$ cat config.mk
export PLATFORM = sky130hd
export DESIGN_NAME = dir_cmd_queue
export DESIGN_NICKNAME = d
export VERILOG_FILES = /design/src/rtl/snake_pkg.sv /design/src/rtl/dir_fifo.sv /design/src/rtl/dir_cmd_queue.sv
export SDC_FILE = /design/constraint.sdc
export NUM_CORES = 1
export LEC_CHECK = 0
export CORE_MARGIN = 1
export CORE_UTILIZATION = 25
export DETAILED_ROUTE_END_ITERATION = 16
export PLACE_DENSITY_LB_ADDON = 0.08
export REMOVE_ABC_BUFFERS = 1
export SYNTH_ARGS = -nofsm -noshare
export SYNTH_HDL_FRONTEND = slang
export SYNTH_SLANG_ARGS = --single-unit
$ cat constraint.sdc
create_clock -name clk -period 2.6 [get_ports clk]
set_input_delay 0.52 -clock clk [delete_from_list [all_inputs] [get_ports clk]]
set_output_delay 0.52 -clock clk [all_outputs]
set_load 0.02 [all_outputs]
$ cat src/rtl/snake_pkg.sv
// Shared direction encoding and helpers for the snake game datapath.
package snake_pkg;

  localparam int DIR_W = 2;

  localparam logic [DIR_W-1:0] DIR_UP    = 2'd0;
  localparam logic [DIR_W-1:0] DIR_DOWN  = 2'd1;
  localparam logic [DIR_W-1:0] DIR_LEFT  = 2'd2;
  localparam logic [DIR_W-1:0] DIR_RIGHT = 2'd3;

  // Opposite directions differ only in the low bit.
  function automatic logic [DIR_W-1:0] dir_opp(input logic [DIR_W-1:0] d);
    return d ^ 2'b01;
  endfunction

endpackage

$ cat src/rtl/dir_fifo.sv
// Circular direction buffer with registered count/full/empty and same-cycle read+write.
module dir_fifo
  import snake_pkg::*;
#(
  parameter int DEPTH = 4,
  parameter int PTR_W = 2
) (
  input  logic             clk,
  input  logic             rst,
  input  logic             clr_i,
  input  logic             wr_en_i,
  input  logic [DIR_W-1:0] wr_data_i,
  input  logic             rd_en_i,
  output logic [DIR_W-1:0] rd_data_o,
  output logic [PTR_W:0]   cnt_o,
  output logic             full_o,
  output logic             empty_o
);

  localparam logic [PTR_W:0] FULL_CNT = (PTR_W + 1)'(DEPTH);

  logic [DIR_W-1:0] mem_q [DEPTH];
  logic [PTR_W-1:0] wr_ptr_q, wr_ptr_d;
  logic [PTR_W-1:0] rd_ptr_q, rd_ptr_d;
  logic [PTR_W:0]   cnt_q, cnt_d;
  logic             full_q, empty_q;
  logic             wr_ok, rd_ok;

  always_comb begin
    rd_ok    = rd_en_i && !empty_q;
    // A pop in the same cycle frees the slot a full-queue write needs.
    wr_ok    = wr_en_i && (!full_q || rd_ok);
    wr_ptr_d = wr_ok ? wr_ptr_q + 1'b1 : wr_ptr_q;
    rd_ptr_d = rd_ok ? rd_ptr_q + 1'b1 : rd_ptr_q;
    cnt_d    = cnt_q;
    case ({wr_ok, rd_ok})
      2'b10:   cnt_d = cnt_q + 1'b1;
      2'b01:   cnt_d = cnt_q - 1'b1;
      default: cnt_d = cnt_q;
    endcase
  end

  always_ff @(posedge clk or posedge rst) begin
    if (rst) begin
      wr_ptr_q <= '0;
      rd_ptr_q <= '0;
      cnt_q    <= '0;
      full_q   <= 1'b0;
      empty_q  <= 1'b1;
    end else if (clr_i) begin
      wr_ptr_q <= '0;
      rd_ptr_q <= '0;
      cnt_q    <= '0;
      full_q   <= 1'b0;
      empty_q  <= 1'b1;
    end else begin
      wr_ptr_q <= wr_ptr_d;
      rd_ptr_q <= rd_ptr_d;
      cnt_q    <= cnt_d;
      full_q   <= (cnt_d == FULL_CNT);
      empty_q  <= (cnt_d == '0);
    end
  end

  always_ff @(posedge clk) begin
    if (wr_ok && !clr_i) mem_q[wr_ptr_q] <= wr_data_i;
  end

  assign rd_data_o = mem_q[rd_ptr_q];
  assign cnt_o     = cnt_q;
  assign full_o    = full_q;
  assign empty_o   = empty_q;

endmodule

$ cat src/rtl/dir_cmd_queue.sv
// Buffers direction keys and commits one per game step. Define DIR_REV_FILTER_EN
// to reject duplicate and 180-degree reversal keys before they are queued.
module dir_cmd_queue
  import snake_pkg::*;
#(
  parameter int               DEPTH    = 4,
  parameter int               PTR_W    = 2,
  parameter logic [DIR_W-1:0] DIR_INIT = 2'd3
) (
  input  logic             clk,
  input  logic             rst,
  input  logic [DIR_W-1:0] dir_in,
  input  logic             dir_vld_in,
  input  logic             mv_in,
  input  logic             clr_in,
  output logic [DIR_W-1:0] dir_out,
  output logic             dir_chg_out,
  output logic [PTR_W:0]   cnt_out,
  output logic             empty_out,
  output logic             full_out,
  output logic             drop_out
);

  logic [DIR_W-1:0] dir_q;
  logic             chg_q, drop_q;
  logic [DIR_W-1:0] head_dir;
  logic             fifo_full, fifo_empty;
  logic             legal, push, pop, reject;

`ifdef DIR_REV_FILTER_EN
  logic [DIR_W-1:0] tail_q;
  logic [DIR_W-1:0] ref_dir;

  // Last accepted key; only meaningful while the queue holds entries.
  always_ff @(posedge clk or posedge rst) begin
    if (rst)       tail_q <= DIR_INIT;
    else if (push) tail_q <= dir_in;
  end

  assign ref_dir = fifo_empty ? dir_q : tail_q;
`endif

  always_comb begin
    legal = 1'b1;
`ifdef DIR_REV_FILTER_EN
    legal = (dir_in != ref_dir) && (dir_in != dir_opp(ref_dir));
`endif
    pop    = mv_in && !fifo_empty && !clr_in;
    push   = dir_vld_in && !clr_in && legal && (!fifo_full || mv_in);
    reject = dir_vld_in && !clr_in && !push;
  end

  dir_fifo #(
    .DEPTH (DEPTH),
    .PTR_W (PTR_W)
  ) u_fifo (
    .clk       (clk),
    .rst       (rst),
    .clr_i     (clr_in),
    .wr_en_i   (push),
    .wr_data_i (dir_in),
    .rd_en_i   (pop),
    .rd_data_o (head_dir),
    .cnt_o     (cnt_out),
    .full_o    (fifo_full),
    .empty_o   (fifo_empty)
  );

  always_ff @(posedge clk or posedge rst) begin
    if (rst) begin
      dir_q  <= DIR_INIT;
      chg_q  <= 1'b0;
      drop_q <= 1'b0;
    end else if (clr_in) begin
      dir_q  <= DIR_INIT;
      chg_q  <= (dir_q != DIR_INIT);
      drop_q <= 1'b0;
    end else begin
      chg_q  <= pop && (head_dir != dir_q);
      drop_q <= reject;
      if (pop) dir_q <= head_dir;
    end
  end

  assign dir_out     = dir_q;
  assign dir_chg_out = chg_q;
  assign drop_out    = drop_q;
  assign empty_out   = fifo_empty;
  assign full_out    = fifo_full;

endmodule

======== Word-level counts from Yosys, hierarchy flattened ========
Memory sizes are Yosys's and may differ from the RTL's.
Index checks and enable logic that the tools add are counted.
word-level totals
  flip-flop bits (word level) ............. 13
  RAM bits ................................ 8
  memories kept ........................... 1
memory list
  memory        depth  width  rd ports  clocked after memory_dff  wr ports  RTL line        RTL
  u_fifo.mem_q  4      2      1         0                         1         dir_fifo.sv:22  logic [DIR_W-1:0] mem_q [DEPTH];
operators by class
  $add $sub $neg .......................... 4
  eq/ne operators ......................... 5
  multiplexer cells ....................... 14
  reductions and logical operators ........ 19
operator list
  cell                   count
  $mux W2                6
  $logic_and A1 B1 Y1    9
  $mux W1                6
  $pmux W3 S2            1
  $reduce_bool A2 Y1     3
  $add A2 B1 Y2 const B  2
  $logic_not A1 Y1       4
  $add A3 B1 Y3 const B  1
  $eq A3 B3 Y1 const B   1
  $logic_not A3 Y1       1
  $mux W3                1
  $sub A3 B1 Y3 const B  1
  $eq A2 B1 Y1 const B   1
  $eq A2 B2 Y1 const B   1
  $logic_or A1 B1 Y1     2
  $ne A2 B2 Y1           1
  $ne A2 B2 Y1 const B   1

======== Logic depth before layout (Yosys ltp) ========
Gate-level depths: netlist of run 1.
  word-level depth ........................ 10
  gate-level depth with buffers ........... 9
  mapped depth without buffers ............ 8

======== Hierarchy ========
A second synthesis of run 1 with hierarchy kept.
second synthesis, totals
  cells, all modules ...................... 81
  area total of the unflattened synthesis .. 1053.5 µm²
modules (own cells, without submodules)
  module         times used  cells each  area an instance (µm²)
  dir_fifo       1           60          824.5
  dir_cmd_queue  1           21          229.0

======== Least setup slack after synthesis of run 1 ========
OpenSTA, ideal clock, no wires.
  path kind ............................... input -> register
  start point ............................. in mv_in
  end point ............................... reg u_fifo.empty_q (netlist: u_fifo.empty_o)
  setup time .............................. 0.078 ns
  data arrival time ....................... 2.348 ns
  data required time ...................... 2.522 ns
  path slack .............................. 0.174 ns
  stages .................................. 9
  path buffers ............................ 1
  cell sequence ........................... nand2b_1 -> clkbuf_1 -> a21oi_2 -> inv_1 -> ha_1 -> fa_1 -> xnor2_1 -> or3_1 -> a31o_2
between the ends
  longest elaborated chain between the ends .. 9
  elaborated cells between the ends (all ways) .. 12
  those cells by class .................... eq/ne: 2; mux: 2; reduce/logical: 8
RTL lines
  item                                                 RTL line             RTL
  start, declared                                      dir_cmd_queue.sv:14  input logic mv_in,
  $logic_and A1 B1 Y1 (2 in series)                    dir_cmd_queue.sv:48  pop = mv_in && !fifo_empty && !clr_in;
  $logic_and A1 B1 Y1                                  dir_fifo.sv:30       rd_ok = rd_en_i && !empty_q;
  $logic_or A1 B1 Y1                                   dir_fifo.sv:32       wr_ok = wr_en_i && (!full_q || rd_ok);
  $logic_and A1 B1 Y1                                  dir_fifo.sv:32
  $eq A2 B1 Y1 / $eq A2 B2 Y1 (equally long branches)  dir_fifo.sv:36       case ({wr_ok, rd_ok})
  $pmux W3 S2 *                                        dir_fifo.sv:36
  $logic_not A3 Y1 *                                   dir_fifo.sv:61       empty_q <= (cnt_d == '0);
  $mux W1 *                                            dir_fifo.sv:50       end else if (clr_i) begin
  end signal, assigned                                 dir_fifo.sv:61
  end, declared                                        dir_fifo.sv:26       logic full_q, empty_q;
Mark *: on every way between the ends. The rest lies on a longest branch, timed or not.
A chain may end at the register's enable or synchronous reset.

======== Worst setup path after layout of run 1 ========
  start point ............................. in clr_in
  end point ............................... reg u_fifo.empty_q (netlist: u_fifo.empty_o)
between the ends
  longest elaborated chain between the ends .. 9
  elaborated cells between the ends (all ways) .. 12
  those cells by class .................... eq/ne: 2; mux: 2; reduce/logical: 8
RTL lines
  item                                                 RTL line                                  RTL
  start, declared                                      dir_cmd_queue.sv:15                       input logic clr_in,
  $logic_not A1 Y1                                     dir_cmd_queue.sv:48, dir_cmd_queue.sv:49
  $logic_and A1 B1 Y1                                  dir_cmd_queue.sv:48
  $logic_and A1 B1 Y1                                  dir_fifo.sv:30
  $logic_or A1 B1 Y1                                   dir_fifo.sv:32
  $logic_and A1 B1 Y1                                  dir_fifo.sv:32
  $eq A2 B1 Y1 / $eq A2 B2 Y1 (equally long branches)  dir_fifo.sv:36
  $pmux W3 S2                                          dir_fifo.sv:36
  $logic_not A3 Y1                                     dir_fifo.sv:61
  $mux W1 *                                            dir_fifo.sv:50
Marks and branches as above.

==> qor.txt, run 1 <==
Routed Antenna Nets: 0
RSZ-0062 raised after global routing: false
Die area: 4364 um2
CTS Root Cell: clkbuf_8
Yosys synthesis warning count: 0
IO Port Bufs: 15
H-Tree Depth: 1
Ys async rst share: 0.6190
Core footprint: 3799 um2
Vias: 681
Register bit total from synthesis: 21
Post-synth EDFFs: 8
Family with the most delay on the worst path: adder cells
Pwr dens: 557.1 nW/um2
Share of cells above drive strength 1: 0.1961
CP bufs+invs: 2
Top cells by count, synth: dfrtp_1, edfxtp_1, nand2b_1
Starting DRT DRC Count: 27
First-pass GRT wire length: 3.456 mm
Drt drc: 0
CP Data Required Time: 2.79 ns
Post-synthesis sequential area ratio: 0.5549
Area added between synthesis and finish: 30.61%
Setup ws final: 0.1600 ns
Die span in x: 66.06 um
Post-synth top area share: 0.2439
# fillers: 400
Vias in the first global route: 722
Starting Density: 0.2701
CTS tree: done
Max-cap check violation count: 0
Clock transition at path regs: 0.08 ns
Max clock buf depth: 2
Final Power: 746.6 uW
Worst skew pair latency: 0.26 ns
DRT Pass-1 Iters: 3
Die height: 66.06 um
# rows: 22
Multi-input logic area: 444.2 um2
I/O pins: 16
Initial antenna violation count: 0
Switching Fraction: 0.2652
Gate Count Post-Synth: 78
Worst-Margin Slew: 0.5293 ns
Diode count: 0
Place WS: -0.1168 ns
Crit-path max cell delay: 0.42 ns
Final Wtd Congestion: 0.7212
Post-layout min period: 2.440 ns
Maximum clock frequency: 409.8 MHz
Congestion Overflow GR: 0
Clock Skew: 0.006594 ns
FF+latch area: 569.3 um2
Final Hold Viols: 0
Placed cell area: 1281 um2
GRT Total Usage: 0.1084
Final #Nets: 116
Setup CP Type: input port to flop
Pins Over Slew Limit: 0
Mapped Area: 1026 um2
VDD IR max: 0.1950 mV
Outcome: completed
Synth top area cells: dfrtp_1, edfxtp_1, dfstp_2, ha_1, mux4_2
WL per Instance: 13.07 um
Setup Fix Bufs, Post-CTS: 0
Slowest CP cell: clkdlybuf4s50_1
Period utilisation layout: 0.9385
CP endpoint kind: flop
Largest net degree at the start of global routing: 15
Clock network power share: 0.296
Clk sink count: 21
Startpoint types: input port
Part of the power in registers: 0.520
Synth area leader: dfrtp_1
Syn_area_per_cell: 13.15 um2
Detailed-route vias per instance: 4.540
Hold WC Path Type: flop to flop
Count of different cell masters after synthesis: 32
Synth Flop Type: dfrtp_1
Leak: 0.5368 nW
Most common cell in the netlist: dfrtp_1
CTS Buf Count: 3
Net Switching: 198.0 uW
P_int: 548.6 uW
Rel. slew slack: 0.6467
Placed wire-length estimate: 1.465 mm
Design Area, Final: 1340 um2
Worst-path maximum fanout: 3
Core Util, Final: 0.3528
Data arrival, critical path: 2.63 ns
Final setup viols: 0
Logic pwr share: 0.184
Crit path cell chain: clkdlybuf4s50_1, nand2b_1, a21oi_2, inv_1, ha_1, fa_1, xnor2_1, or3_4, a31o_2
Final WL: 1.961 mm
-- worst reg2reg max path: stages (launching register included) --
cell and delay [ns]:
dfstp_2 0.57, nand2b_1 0.15, buf_4 0.12, nor2_1 0.04, ha_1 0.22, fa_1 0.39
xnor2_1 0.15, or3_4 0.35, a31o_2 0.24
-- power groups by stage --
stage	clock network (mW)	registers (mW)	logic [mW]
2_1_floorplan	0	0.404	0.0645
3_3_place_gp	0	0.395	0.137
3_5_place_dp	0	0.395	0.137
4_1_cts	0.229	0.389	0.139
5_1_grt	0.244	0.393	0.153
6_report	0.221	0.388	0.138
-- final cells by class --
cell class	instances	area share
multi-input cells	51	0.3315
flip-flops and latches	21	0.4248
clock buffers	3	0.03081
clock inverters	1	0.005602
repair buffers	22	0.1513
inverters	4	0.01120
well taps	48	0.04482
-- cell families (layout without fill, tap and decap cells) --
family                     count (synthesis)  in the layout  synth area share
DFF                                       21             21            0.5549
AOI/OAI and AO/OA                         12             12           0.09025
adders and majority gates                  6              6           0.08049
muxes                                      5              5           0.07439
buffers and inverters                      6             30           0.02195
and+or+nand+nor                           25             25            0.1524
xor gates and xnor gates                   3              3           0.02561
-- sequential cells by signal, indices dropped and copies added, names as in the netlist --
name             flops
u_fifo.cnt_o         3
dir_out              2
u_fifo.rd_ptr_q      2
u_fifo.mem_q         8
u_fifo.empty_o       1
u_fifo.full_o        1
drop_out             1
dir_chg_out          1
u_fifo.wr_ptr_q      2
-- per-layer routing --
metal  GRT usage  routed length [um]
met5           0                   0
met1      0.1356                 911
met4     0.04787                  38
met3     0.02069                  55
met2      0.1798                 955
-- layout by cell type (no fill, tap or decap), types with 4 or more instances in the layout --
cell type	n
nand2b_1	6
dfrtp_1	10
buf_4	7
clkdlybuf4s50_1	15
edfxtp_1	8
inv_1	4
nor2_1	5
and2_1	4
ha_1	5
-- what timing repair did --
item | in CTS | in global routing
setup endpoints to repair | 0 | 1
resized for setup | 0 | 2
hold buffers | 0 | 0
-- final timing paths --
kind,slack (ns),cells past startpoint,startpoint,endpoint
max,0.16,9,clr_in,u_fifo.empty_o
min,0.55,1,u_fifo.wr_ptr_q[0],u_fifo.wr_ptr_q[0]
max reg2reg,0.30,8,u_fifo.empty_o,u_fifo.empty_o
min reg2reg,0.55,1,u_fifo.wr_ptr_q[0],u_fifo.wr_ptr_q[0]
max in group asynchronous,1.64,2,rst,u_fifo.empty_o
min in group asynchronous,0.59,2,rst,u_fifo.wr_ptr_q[1]
-- metrics by stage --
step / hold slack, ns / setup TNS, ns / instances
4_1_cts: 0.5633 / 0 / 150
2_1_floorplan: 0.3948 / 0 / 76
3_5_place_dp: 0.5513 / -0.2405 / 146
6_report: 0.5536 / 0 / 150
5_1_grt: 0.6070 / 0 / 150
3_3_place_gp: 0.5401 / -0.2029 / 146
Note: power is estimated with default switching activity, not from simulation.
==> inputs of run 2 (changes only) <==
- SETUP_SLACK_MARGIN: unset -> 0.3
==> qor.txt, run 2 (synthesized netlist as in run 1, its figures left out) <==
Outcome: completed
Worst-Margin Slew: 0.5261 ns
GRT Total Usage: 0.1150
RSZ-0062 raised after global routing: false
Clock transition at path regs: 0.08 ns
Rel. slew slack: 0.6489
DRT Pass-1 Iters: 4
Diode count: 0
Reg-to-Reg End: u_fifo.empty_o
Largest register FFs: 8
IO Port Bufs: 15
Maximum clock frequency: 454.8 MHz
RR Startpoint: u_fifo.empty_o
Family with the most delay on the worst path: adder cells
Worst skew pair latency: 0.27 ns
WL per Instance: 13.50 um
End point of the critical path: u_fifo.empty_o
Max clock buf depth: 2
Place WS: -0.1168 ns
Final setup viols: 0
Startpoint types: input port
Slowest CP cell: fa_2
Worst-path maximum fanout: 3
Vias in the first global route: 753
Final #Nets: 121
Final Hold Viols: 0
Congestion Overflow GR: 0
Worst setup path start: clr_in
Drt drc: 0
CTS tree: done
Hold WC Path Type: flop to flop
Routed Antenna Nets: 0
Clk sink count: 21
Reg-to-reg slack, setup: 0.41 ns
CTS Buf Count: 3
Final Wtd Congestion: 0.7212
I/O pins: 16
Area added between synthesis and finish: 39.15%
Finished Layout Cells: 155
VDD IR max: 0.1992 mV
Vias: 701
Commonest non-fill, non-tap cells in the layout: clkdlybuf4s50_1, buf_4, dfrtp_1
Period utilisation layout: 0.8457
# fillers: 398
Placed wire-length estimate: 1.465 mm
Share of cells above drive strength 1: 0.2897
CP endpoint kind: flop
FF-to-FF path depth: 8
Final Power: 770.8 uW
Core footprint: 3799 um2
Final WL: 2.092 mm
Die span in x: 66.06 um
Starting DRT DRC Count: 30
Pwr dens: 539.9 nW/um2
CP bufs+invs: 2
CP Depth: 9
H-Tree Depth: 1
First-pass GRT wire length: 3.698 mm
# rows: 22
Largest net degree at the start of global routing: 15
Setup ws final: 0.4011 ns
Crit path cell chain: dlygate4sd2_1, nand2b_4, a21oi_4, inv_2, ha_4, fa_2, xnor2_2, or3_4, a31o_4
Leak: 0.5829 nW
CTS Hold Bufs: 0
Data arrival, critical path: 2.39 ns
Detailed-route vias per instance: 4.523
Die height: 66.06 um
Setup CP Type: input port to flop
Crit-path max cell delay: 0.40 ns
Clock Skew: 0.01035 ns
Multi-input logic area: 498.0 um2
CTS Root Cell: clkbuf_8
FF+latch area: 569.3 um2
Inst Count DP: 146
Pins Over Slew Limit: 0
Die area: 4364 um2
CP Data Required Time: 2.80 ns
Initial antenna violation count: 0
Post-layout min period: 2.199 ns
Register with the most flip-flops: u_fifo.mem_q
Max-cap check violation count: 0
Starting Density: 0.2701
[run 2: cell count changes in the layout (fill, tap and decap cells not counted), sizes merged]
cell	previous run	this run
dlygate4sd2	0	3
buf	7	12
clkdlybuf4s50	15	12
[run 2: power breakdown]
part | total (mW) | internal [mW] | switching (mW)
Clock | 0.225 | 0.108 | 0.117
Sequential | 0.386 | 0.368 | 0.0179
Combinational | 0.160 | 0.0857 | 0.0740
Total | 0.771 | 0.562 | 0.209
[run 2: routing by layer]
| metal | share of wire | up-vias | global-route usage | wire length [um] |
|---|---|---|---|---|
| met5 | 0 | - | 0 | 0 |
| met4 | 0.018 | 0 | 0.04787 | 38 |
| met3 | 0.026 | 4 | 0.02069 | 55 |
| met2 | 0.50 | 10 | 0.1901 | 1039 |
| met1 | 0.46 | 350 | 0.1466 | 959 |
| li1 | - | 337 | - | - |
[run 2: metrics by stage]
| stage | TNS [ns] | hold WS [ns] | utilization | instance area, um2 |
|---|---|---|---|---|
| 6_report | 0 | 0.5536 | 0.3758 | 1428 |
| 5_1_grt | 0 | 0.6070 | 0.3758 | 1428 |
| 4_1_cts | 0 | 0.5633 | 0.3719 | 1413 |
| 3_5_place_dp | -0.2405 | 0.5513 | 0.3373 | 1281 |
| 3_3_place_gp | -0.2029 | 0.5401 | 0.3373 | 1281 |
| 2_1_floorplan | 0 | 0.3948 | - | 1018 |
[run 2: layout make-up]
type | instances | share of cell area
well taps | 48 | 0.04207
inverters | 4 | 0.01052
repair buffers | 27 | 0.1656
flip-flops and latches | 21 | 0.3988
clock buffers | 3 | 0.02892
multi-input cells | 51 | 0.3488
clock inverters | 1 | 0.005259
[run 2: repair_timing]
item                       CTS  global route
resized for setup           11             3
buffers inserted             5             0
pin swaps                    4             2
hold endpoints to repair     0             0
setup endpoints to repair    3             3
[run 2: worst min-delay path by stage]
| stage | depth (start not counted) | startpoint | to | slack (ns) |
|---|---|---|---|---|
| global route | 1 | u_fifo.wr_ptr_q[0] | u_fifo.wr_ptr_q[0] | 0.61 |
| finish | 1 | u_fifo.wr_ptr_q[0] | u_fifo.wr_ptr_q[0] | 0.55 |
| global placement | 1 | u_fifo.wr_ptr_q[0] | u_fifo.wr_ptr_q[0] | 0.54 |
| CTS | 1 | u_fifo.wr_ptr_q[0] | u_fifo.wr_ptr_q[0] | 0.56 |
| floorplan | 1 | rst | dir_chg_out | 0.39 |
| detailed placement | 1 | u_fifo.wr_ptr_q[0] | u_fifo.wr_ptr_q[0] | 0.55 |
